`src/rtl/ins_packer.sv`:
```
// ins_packer
//   Packs RATIO consecutive INWIDTH-bit samples from the InstMod `ins` bus
//   into one wide word. The word is presented on a registered valid/ready
//   output with per-lane keep bits and a frame-end flag. A sample with
//   in_last set flushes a partially filled word.
//
// Ports
//   clk        rising-edge clock
//   rst_n      synchronous reset, active-low
//   in_valid   sample on in_data is valid
//   in_ready   block accepts a sample this cycle (0 while rst_n is low)
//   in_data    INWIDTH-bit sample
//   in_last    sample ends a frame; the word is flushed after it
//   out_valid  packed word valid
//   out_ready  downstream accepts the word
//   out_data   INWIDTH*RATIO packed word
//   out_keep   one bit per lane, 1 = lane holds a real sample
//   out_last   word ends a frame
module ins_packer #(
  parameter int INWIDTH   = 8,
  parameter int RATIO     = 4,
  parameter int FIRST_LSB = 1
) (
  input  logic                       clk,
  input  logic                       rst_n,
  input  logic                       in_valid,
  output logic                       in_ready,
  input  logic [INWIDTH-1:0]         in_data,
  input  logic                       in_last,
  output logic                       out_valid,
  input  logic                       out_ready,
  output logic [INWIDTH*RATIO-1:0]   out_data,
  output logic [RATIO-1:0]           out_keep,
  output logic                       out_last
);

  localparam int CW = (RATIO > 1) ? $clog2(RATIO) : 1;
  localparam int WW = INWIDTH * RATIO;
  localparam logic [CW-1:0] LAST_IDX = CW'(RATIO - 1);

  typedef enum logic {
    FILL = 1'b0,
    HOLD = 1'b1
  } state_t;

  state_t          r_state;
  state_t          w_state_next;

  logic [CW-1:0]   r_count;
  logic [WW-1:0]   r_acc_data;
  logic [RATIO-1:0] r_acc_keep;

  logic [WW-1:0]   r_hold_data;
  logic [RATIO-1:0] r_hold_keep;
  logic            r_hold_last;

  logic            r_out_valid;
  logic [WW-1:0]   r_out_data;
  logic [RATIO-1:0] r_out_keep;
  logic            r_out_last;

  logic            w_accept;
  logic            w_complete;
  logic            w_slot_free;
  logic [RATIO-1:0] w_hit;
  logic [WW-1:0]   w_word_data;
  logic [RATIO-1:0] w_word_keep;

  assign in_ready    = rst_n && (r_state == FILL);
  assign w_accept    = in_valid && in_ready;
  assign w_complete  = w_accept && ((r_count == LAST_IDX) || in_last);
  // The output register can take a new word if it is empty or being drained now.
  assign w_slot_free = !r_out_valid || out_ready;

  // Each lane knows at elaboration time which sample index lands in it, so the
  // merge is a per-lane compare against the count rather than a variable shift.
  genvar gi;
  generate
    for (gi = 0; gi < RATIO; gi++) begin : g_lane
      localparam int SLOT = (FIRST_LSB != 0) ? gi : (RATIO - 1 - gi);
      assign w_hit[gi] = (r_count == CW'(SLOT));
      assign w_word_data[gi*INWIDTH +: INWIDTH] =
        w_hit[gi] ? in_data : r_acc_data[gi*INWIDTH +: INWIDTH];
      assign w_word_keep[gi] = w_hit[gi] | r_acc_keep[gi];
    end
  endgenerate

  // State register
  always_ff @(posedge clk) begin
    if (!rst_n) begin
      r_state <= FILL;
    end else begin
      r_state <= w_state_next;
    end
  end

  // Next-state logic
  always_comb begin
    w_state_next = r_state;
    case (r_state)
      FILL: begin
        if (w_complete && !w_slot_free) begin
          w_state_next = HOLD;
        end
      end
      HOLD: begin
        if (w_slot_free) begin
          w_state_next = FILL;
        end
      end
      default: w_state_next = FILL;
    endcase
  end

  // Lane counter and accumulator
  always_ff @(posedge clk) begin
    if (!rst_n) begin
      r_count    <= '0;
      r_acc_data <= '0;
      r_acc_keep <= '0;
    end else if (w_complete) begin
      r_count    <= '0;
      r_acc_data <= '0;
      r_acc_keep <= '0;
    end else if (w_accept) begin
      r_count    <= r_count + 1'b1;
      r_acc_data <= w_word_data;
      r_acc_keep <= w_word_keep;
    end
  end

  // Hold register: parks a completed word while the output slot is occupied.
  always_ff @(posedge clk) begin
    if (!rst_n) begin
      r_hold_data <= '0;
      r_hold_keep <= '0;
      r_hold_last <= 1'b0;
    end else if (w_complete && !w_slot_free) begin
      r_hold_data <= w_word_data;
      r_hold_keep <= w_word_keep;
      r_hold_last <= in_last;
    end
  end

  // Output register. A parked word always goes out before any newer word;
  // in HOLD no sample is accepted, so the two load sources never collide.
  always_ff @(posedge clk) begin
    if (!rst_n) begin
      r_out_valid <= 1'b0;
      r_out_data  <= '0;
      r_out_keep  <= '0;
      r_out_last  <= 1'b0;
    end else if ((r_state == HOLD) && w_slot_free) begin
      r_out_valid <= 1'b1;
      r_out_data  <= r_hold_data;
      r_out_keep  <= r_hold_keep;
      r_out_last  <= r_hold_last;
    end else if (w_complete && w_slot_free) begin
      r_out_valid <= 1'b1;
      r_out_data  <= w_word_data;
      r_out_keep  <= w_word_keep;
      r_out_last  <= in_last;
    end else if (r_out_valid && out_ready) begin
      r_out_valid <= 1'b0;
    end
  end

  assign out_valid = r_out_valid;
  assign out_data  = r_out_data;
  assign out_keep  = r_out_keep;
  assign out_last  = r_out_last;

endmodule

```
`config.mk`:
```
export PLATFORM = sky130hd
export DESIGN_NAME = ins_packer
export DESIGN_NICKNAME = d
export VERILOG_FILES = /design/src/rtl/ins_packer.sv
export SDC_FILE = /design/constraint.sdc
export NUM_CORES = 1
export LEC_CHECK = 0
export ABC_CLOCK_PERIOD_IN_PS = 2600
export CORE_MARGIN = 5
export CORE_UTILIZATION = 40
export CTS_CLUSTER_DIAMETER = 30
export CTS_CLUSTER_SIZE = 8
export DETAILED_ROUTE_END_ITERATION = 12
export PLACE_DENSITY = 0.62
export REMOVE_ABC_BUFFERS = 1
export SLEW_MARGIN = 5
export SYNTH_ARGS = -nofsm -noshare
export SYNTH_HDL_FRONTEND = slang
export SYNTH_SLANG_ARGS = --single-unit
```
`constraint.sdc`:
```
create_clock -name clk -period 2.6 [get_ports clk]
set_input_delay 0.65 -clock clk [delete_from_list [all_inputs] [get_ports clk]]
set_output_delay 0.65 -clock clk [all_outputs]
set_load 0.02 [all_outputs]
```
==> impl_metrics.tcl, run 1 <==
set metrics [dict create \
    initial_core_util_pct 40.9 \
    syn_area_per_cell_um2 9.01 \
    cp.arrival_ns 1.51 \
    internal_power_mw 3.57 \
    power.switching_mw 1.02 \
    dp_hpwl_um 6390 \
    vias 3732 \
    diodes 0 \
    criticalPathCategory "in2out" \
    crit_fanout 3 \
    drt-pass1-iter-count 4 \
    coreArea_um2 11500 \
    synth_most_common_cell "dfxtp_1" \
    rows 39 \
    cts-hold-fix-buffers 0 \
    ys_types 26 \
    holdCritPathClass "reg2reg" \
    grt_max_degree 72 \
    antenna_found_initial 0 \
    cp.required_ns 1.95 \
    routed_wl_um 10200 \
    final_cell_area_um2 5970 \
    ant_nets 0 \
    cts_resized 0 \
    min_period_over_period_pct 83.0 \
    htree_levels 4 \
    area_delta_synth_final_pct 27.1 \
    synthFlopType "dfxtp_1" \
    port_buffers 51 \
    multi_input_area_um2 2190 \
    tightestPinTransition_ns 0.691 \
    synth_area_leader_cell "dfxtp_1" \
    cpMaxStageDelayCell "clkdlybuf4s50_1" \
    drv_slew 0 \
    post-route-util_pct 52.0 \
    worst_setup_path_start_kind "primary input" \
    critPathBufInv 3 \
    cts_sinks 114 \
    cts_tree "yes" \
    fmax_mhz 463 \
    synthTopCellsByCount "114 x dfxtp_1, 83 x nor2_1, 68 x a211oi_1" \
    die_w_um 118 \
    status "completed" \
    drtIter0Drc 228 \
    clk_latency_ns 0.41 \
    clock_path_buffers 2 \
    place_area_um2 5330 \
    ys_warn_count 0 \
    clkPwrFrac_pct 53.4 \
    grt_pass1_vias 3656 \
    dieArea_um2 14000 \
    setup_slack_ns 0.442 \
    synth_edf_count 0 \
    power_frac_seq_pct 39.5 \
    die_h_um 118 \
    gp_congestion 0.707 \
    post-route-min-period_ns 2.16 \
    maxSlewHeadroom_pct 54.0 \
    syn_area_um2 4700 \
    synth.top_cell.area_share_pct 48.6 \
    p_sw_share_pct 22.2 \
    synth_seq_cells 114 \
    ys_seq_area_share_pct 48.6 \
    viasPerCell 5.26 \
    fill_cells 1027 \
    wl_per_cell_um 14.4 \
    cap_viol_max_count 0 \
    grt_overflow 0 \
    drc 0 \
    syn-instance-count 521 \
    seqCellArea_um2 2280 \
    skew_ns 0.00958 \
    cts_root_buf "clkbuf_16" \
    drive_gt1_share_pct 9.01 \
    synth_area_leaders "dfxtp_1 49%, a211oi_1 11%, mux2i_1 7.0%" \
    power_mw 4.59 \
    p_leak_nw 2.00 \
    combPwrFrac_pct 7.1 \
    crit_path_max_incr_delay_ns 0.61 \
    hold_viol_final 0 \
    grt_pass1_wl_um 17800 \
    setup_tns_ns 0 \
    ir_drop_uv 449 \
    cts_buffers 17 \
    rsz0062_at_grt "no" \
    nets 570 \
    path_clk_slew_ns 0.05 \
    path_cells "buf_2, inv_2, nor2_1, clkdlybuf4s50_1" \
    grt_usage_pct 15.5 \
    powerDensity_nw_per_um2 770 \
    post_cts_buffers 0 \
    critPathCaptureType "primary output" \
    dp_slack_ns 0.277 \
    crit_family "buffers and inverters" \
    finalSetupViolations 0 \
    synthArstFlopShare_pct 0 \
    io_pins 52 \
]
==> layer usage <==
| metal | GRT usage [%] | up-vias | routed length, um |
|---|---|---|---|
| li1 | - | 1948 | - |
| met1 | 18.6 | 1703 | 4780 |
| met3 | 4.87 | 17 | 377 |
| met2 | 25.1 | 64 | 4860 |
| met4 | 7.31 | 0 | 217 |
| met5 | 0 | - | 0 |
==> area by class of cell <==
cell class                 count  share of cell area, %
sequential                   114                   38.2
inverter                       5                  0.314
clock inverter                13                   3.08
multi-input combinational    352                   36.8
timing repair buffer          63                   11.0
tap                          143                   3.00
clock buffer                  19                   7.59
==> power by group through the flow <==
stage	Combinational, mW	Sequential, mW	Clock, mW
final	0.328	1.82	2.45
after global routing	0.366	1.82	2.59
after CTS	0.331	1.81	2.51
after detailed placement	0.328	1.85	0
after global placement	0.323	1.85	0
after floorplan	0.182	1.86	0
==> stage by stage <==
| stage | hold WS [ns] | instances |
|---|---|---|
| after floorplan | 0.437 | 471 |
| after global placement | 0.450 | 677 |
| after detailed placement | 0.457 | 677 |
| after CTS | 0.465 | 709 |
| after global routing | 0.485 | 709 |
| final | 0.462 | 709 |
==> logic make-up (layout without fill, tap and decap cells) <==
kind of cell / Yosys count / in the layout / synth area share (%)
DFF: 114 / 114 / 48.6
xor gates and xnor gates: 1 / 1 / 0.187
buffers and inverters: 55 / 100 / 4.80
AOI/OAI and AO/OA: 151 / 151 / 21.9
muxes: 33 / 33 / 7.03
and+or+nand+nor: 163 / 163 / 16.4
adders and majority gates: 4 / 4 / 1.07
==> state kept, by name, indices dropped and copies added, names as in the netlist <==
signal	count
out_keep	4
r_state	1
out_valid	1
r_hold_last	1
r_acc_data	32
r_count	2
r_hold_data	32
r_hold_keep	4
out_last	1
out_data	32
r_acc_keep	4
==> tightest hold or removal path: cells and delay by family (launching register included) <==
family             cells  cell delay, ns
AOI/OAI and AO/OA      1            0.05
DFF                    1            0.30
and+or+nand+nor        1            0.06
==> path summary, 6_finish.rpt <==
kind                             startpoint                   endpoint  slack [ns]  cells past startpoint
setup / recovery                      rst_n                   in_ready        0.44                      4
setup reg to reg    r_count[0]$_SDFFE_PP0P_  out_data[23]$_SDFFE_PN0P_        0.74                      5
hold reg to reg   out_data[21]$_SDFFE_PN0P_  out_data[21]$_SDFFE_PN0P_        0.46                      2
hold / removal    out_data[21]$_SDFFE_PN0P_  out_data[21]$_SDFFE_PN0P_        0.46                      2
==> cells in the final DEF, fill, tap and decap left out, drive strengths merged <==
master         instances
a211oi                68
a21bo                  1
a21oi                  6
a221oi                 1
and2                  33
and3b                  1
buf                   13
bufinv                 4
clkbuf                19
clkdlybuf4s50         50
clkinv                 3
clkinvlp               6
dfxtp                114
ha                     4
inv                    5
mux2i                 33
nand2                  5
nand2b                 2
nand3                 37
nor2                  83
nor3                   1
nor4                   1
o211ai                 5
o21ai                 38
o31ai                 32
xnor2                  1
No activity file was read; power rests on OpenSTA's default activity.
==> run 2: changes to the inputs <==
- ABC_CLOCK_PERIOD_IN_PS: 2600 -> 2100
- clock period: 2.6 -> 2.1 ns (I/O delays scaled with it)
==> run 2 against run 1 <==
  * Register-to-register slack lost 0.44 ns
  * Sequential cell count unchanged
  * Sequential share of layout area down 0.73 points
  * Final cell count up 1.7%
  * Hold slack improved by 0.0016 ns
  * Clock power increased by 20%
  * Sequential power grew 24%
  * Count of clock-buffer cells in the layout did not move
  * Via count increased by 2.7%
  * Critical endpoint unchanged
==> impl_metrics.tcl, run 2 (synthesis gave the netlist of run 1 again) <==
set metrics [dict create \
    rows 39 \
    ant_nets 0 \
    grt_pass1_vias 3716 \
    io_pins 52 \
    status "completed" \
    finalSetupViolations 0 \
    grt_pass1_wl_um 18300 \
    initial_core_util_pct 40.9 \
    cts_tree "yes" \
    cp.required_ns 1.57 \
    wl_met2_um 5010 \
    multi_input_area_um2 2190 \
    clock_path_buffers 2 \
    die_w_um 118 \
    final_cell_area_um2 6080 \
    port_buffers 51 \
    hold_viol_final 0 \
    vias 3833 \
    nets 582 \
    wl_per_cell_um 14.6 \
    dp_slack_ns -0.0709 \
    grt_overflow 0 \
    cts_root_buf "clkbuf_16" \
    maxSlewHeadroom_pct 64.4 \
    p_leak_nw 2.07 \
    viasPerCell 5.32 \
    antenna_found_initial 0 \
    drt-pass1-iter-count 4 \
    coreArea_um2 11500 \
    wl_met1_um 5080 \
    fill_cells 1020 \
    dp_hpwl_um 6780 \
    holdCritPathClass "reg2reg" \
    post-route-min-period_ns 1.99 \
    gp_congestion 0.814 \
    grt_max_degree 47 \
    critPathBufInv 1 \
    crit_path_max_incr_delay_ns 0.61 \
    rsz0062_at_grt "no" \
    crit_family "buffers and inverters" \
    tightestPinTransition_ns 0.535 \
    cap_viol_max_count 0 \
    powerDensity_nw_per_um2 921 \
    setup_slack_ns 0.109 \
    critPathCaptureType "primary output" \
    post-route-util_pct 53.1 \
    ir_drop_uv 524 \
    path_cells "nor2_1, clkdlybuf4s50_1" \
    final_cell_mix "114 x dfxtp_1, 83 x nor2_1, 68 x a211oi_1" \
    seqCellArea_um2 2280 \
    cts_resized 0 \
    power_mw 5.60 \
    cpMaxStageDelayCell "clkdlybuf4s50_1" \
    min_period_over_period_pct 94.8 \
    final_common_cell "dfxtp_1" \
    grt_usage_pct 15.7 \
    cts_buffers 17 \
    dieArea_um2 14000 \
    fmax_mhz 502 \
    drv_slew 0 \
    cts-hold-fix-buffers 0 \
    drtIter0Drc 214 \
    place_area_um2 5470 \
    skew_ns 0.00895 \
    drc 0 \
    routed_wl_um 10500 \
    post_cts_buffers 0 \
    worst_setup_path_start_kind "flip-flop" \
    die_h_um 118 \
    cp.arrival_ns 1.47 \
    drive_gt1_share_pct 10.9 \
    diodes 0 \
    path_clk_slew_ns 0.05 \
    top_layer "met4" \
    cts_sinks 114 \
    area_delta_synth_final_pct 29.6 \
    met3_length_um 289 \
    htree_levels 4 \
    criticalPathCategory "reg2out" \
    crit_fanout 6 \
    clk_latency_ns 0.41 \
]
-- run 2: cell types whose count changed in the layout (fill, tap and decap cells not counted) --
cell        before  now
buf_4            7   15
clkinv_2         2    3
clkinvlp_4       6    5
bufinv_16        4    3
clkinv_4         1    2
buf_12           5    9
-- run 2: report_power, final --
group,leakage [nW],internal [mW],switching [mW]
Combinational,0.861,0.179,0.246
Clock,0.287,1.92,1.01
Sequential,0.924,2.22,0.0276
Total,2.07,4.32,1.28
-- run 2: layer usage --
| metal | up-vias | track usage [%] |
|---|---|---|
| met5 | - | 0 |
| met4 | 0 | 5.66 |
| met3 | 8 | 3.87 |
| met2 | 54 | 26.1 |
| met1 | 1805 | 19.7 |
| li1 | 1966 | - |
-- run 2: through the flow --
stage,std cells,TNS [ns],hold WS [ns]
floorplan,471,-85.55,0.437
global placement,689,-0.0570,0.450
detailed placement,689,-1.43,0.458
CTS,721,0,0.468
global route,721,0,0.483
finish,721,0,0.464
-- run 2: area by class of cell --
cell class	count	area share, %
Sequential cell	114	37.5
Inverter	5	0.308
Tap cell	143	2.94
Timing Repair Buffer	75	13.1
Multi-Input combinational cell	352	36.0
Clock buffer	19	7.44
Clock inverter	13	2.63
-- run 2: worst reg2reg max path: stages, from the launching register on --
cell and delay (ns):
dfxtp_1 0.32, inv_1 0.10, ha_1 0.50, buf_4 0.24, mux2i_1 0.27, and2_1 0.17, o31ai_1 0.08
-- run 2: final timing paths --
path	startpoint	endpoint	slack, ns	cells past startpoint
worst min register to register	out_data[26]$_SDFFE_PN0P_	out_data[26]$_SDFFE_PN0P_	0.46	2
worst min-delay path	out_data[26]$_SDFFE_PN0P_	out_data[26]$_SDFFE_PN0P_	0.46	2
worst max-delay path	r_state$_SDFF_PN0_	in_ready	0.11	2
worst max register to register	r_count[1]$_SDFFE_PP0P_	out_data[9]$_SDFFE_PN0P_	0.30	6
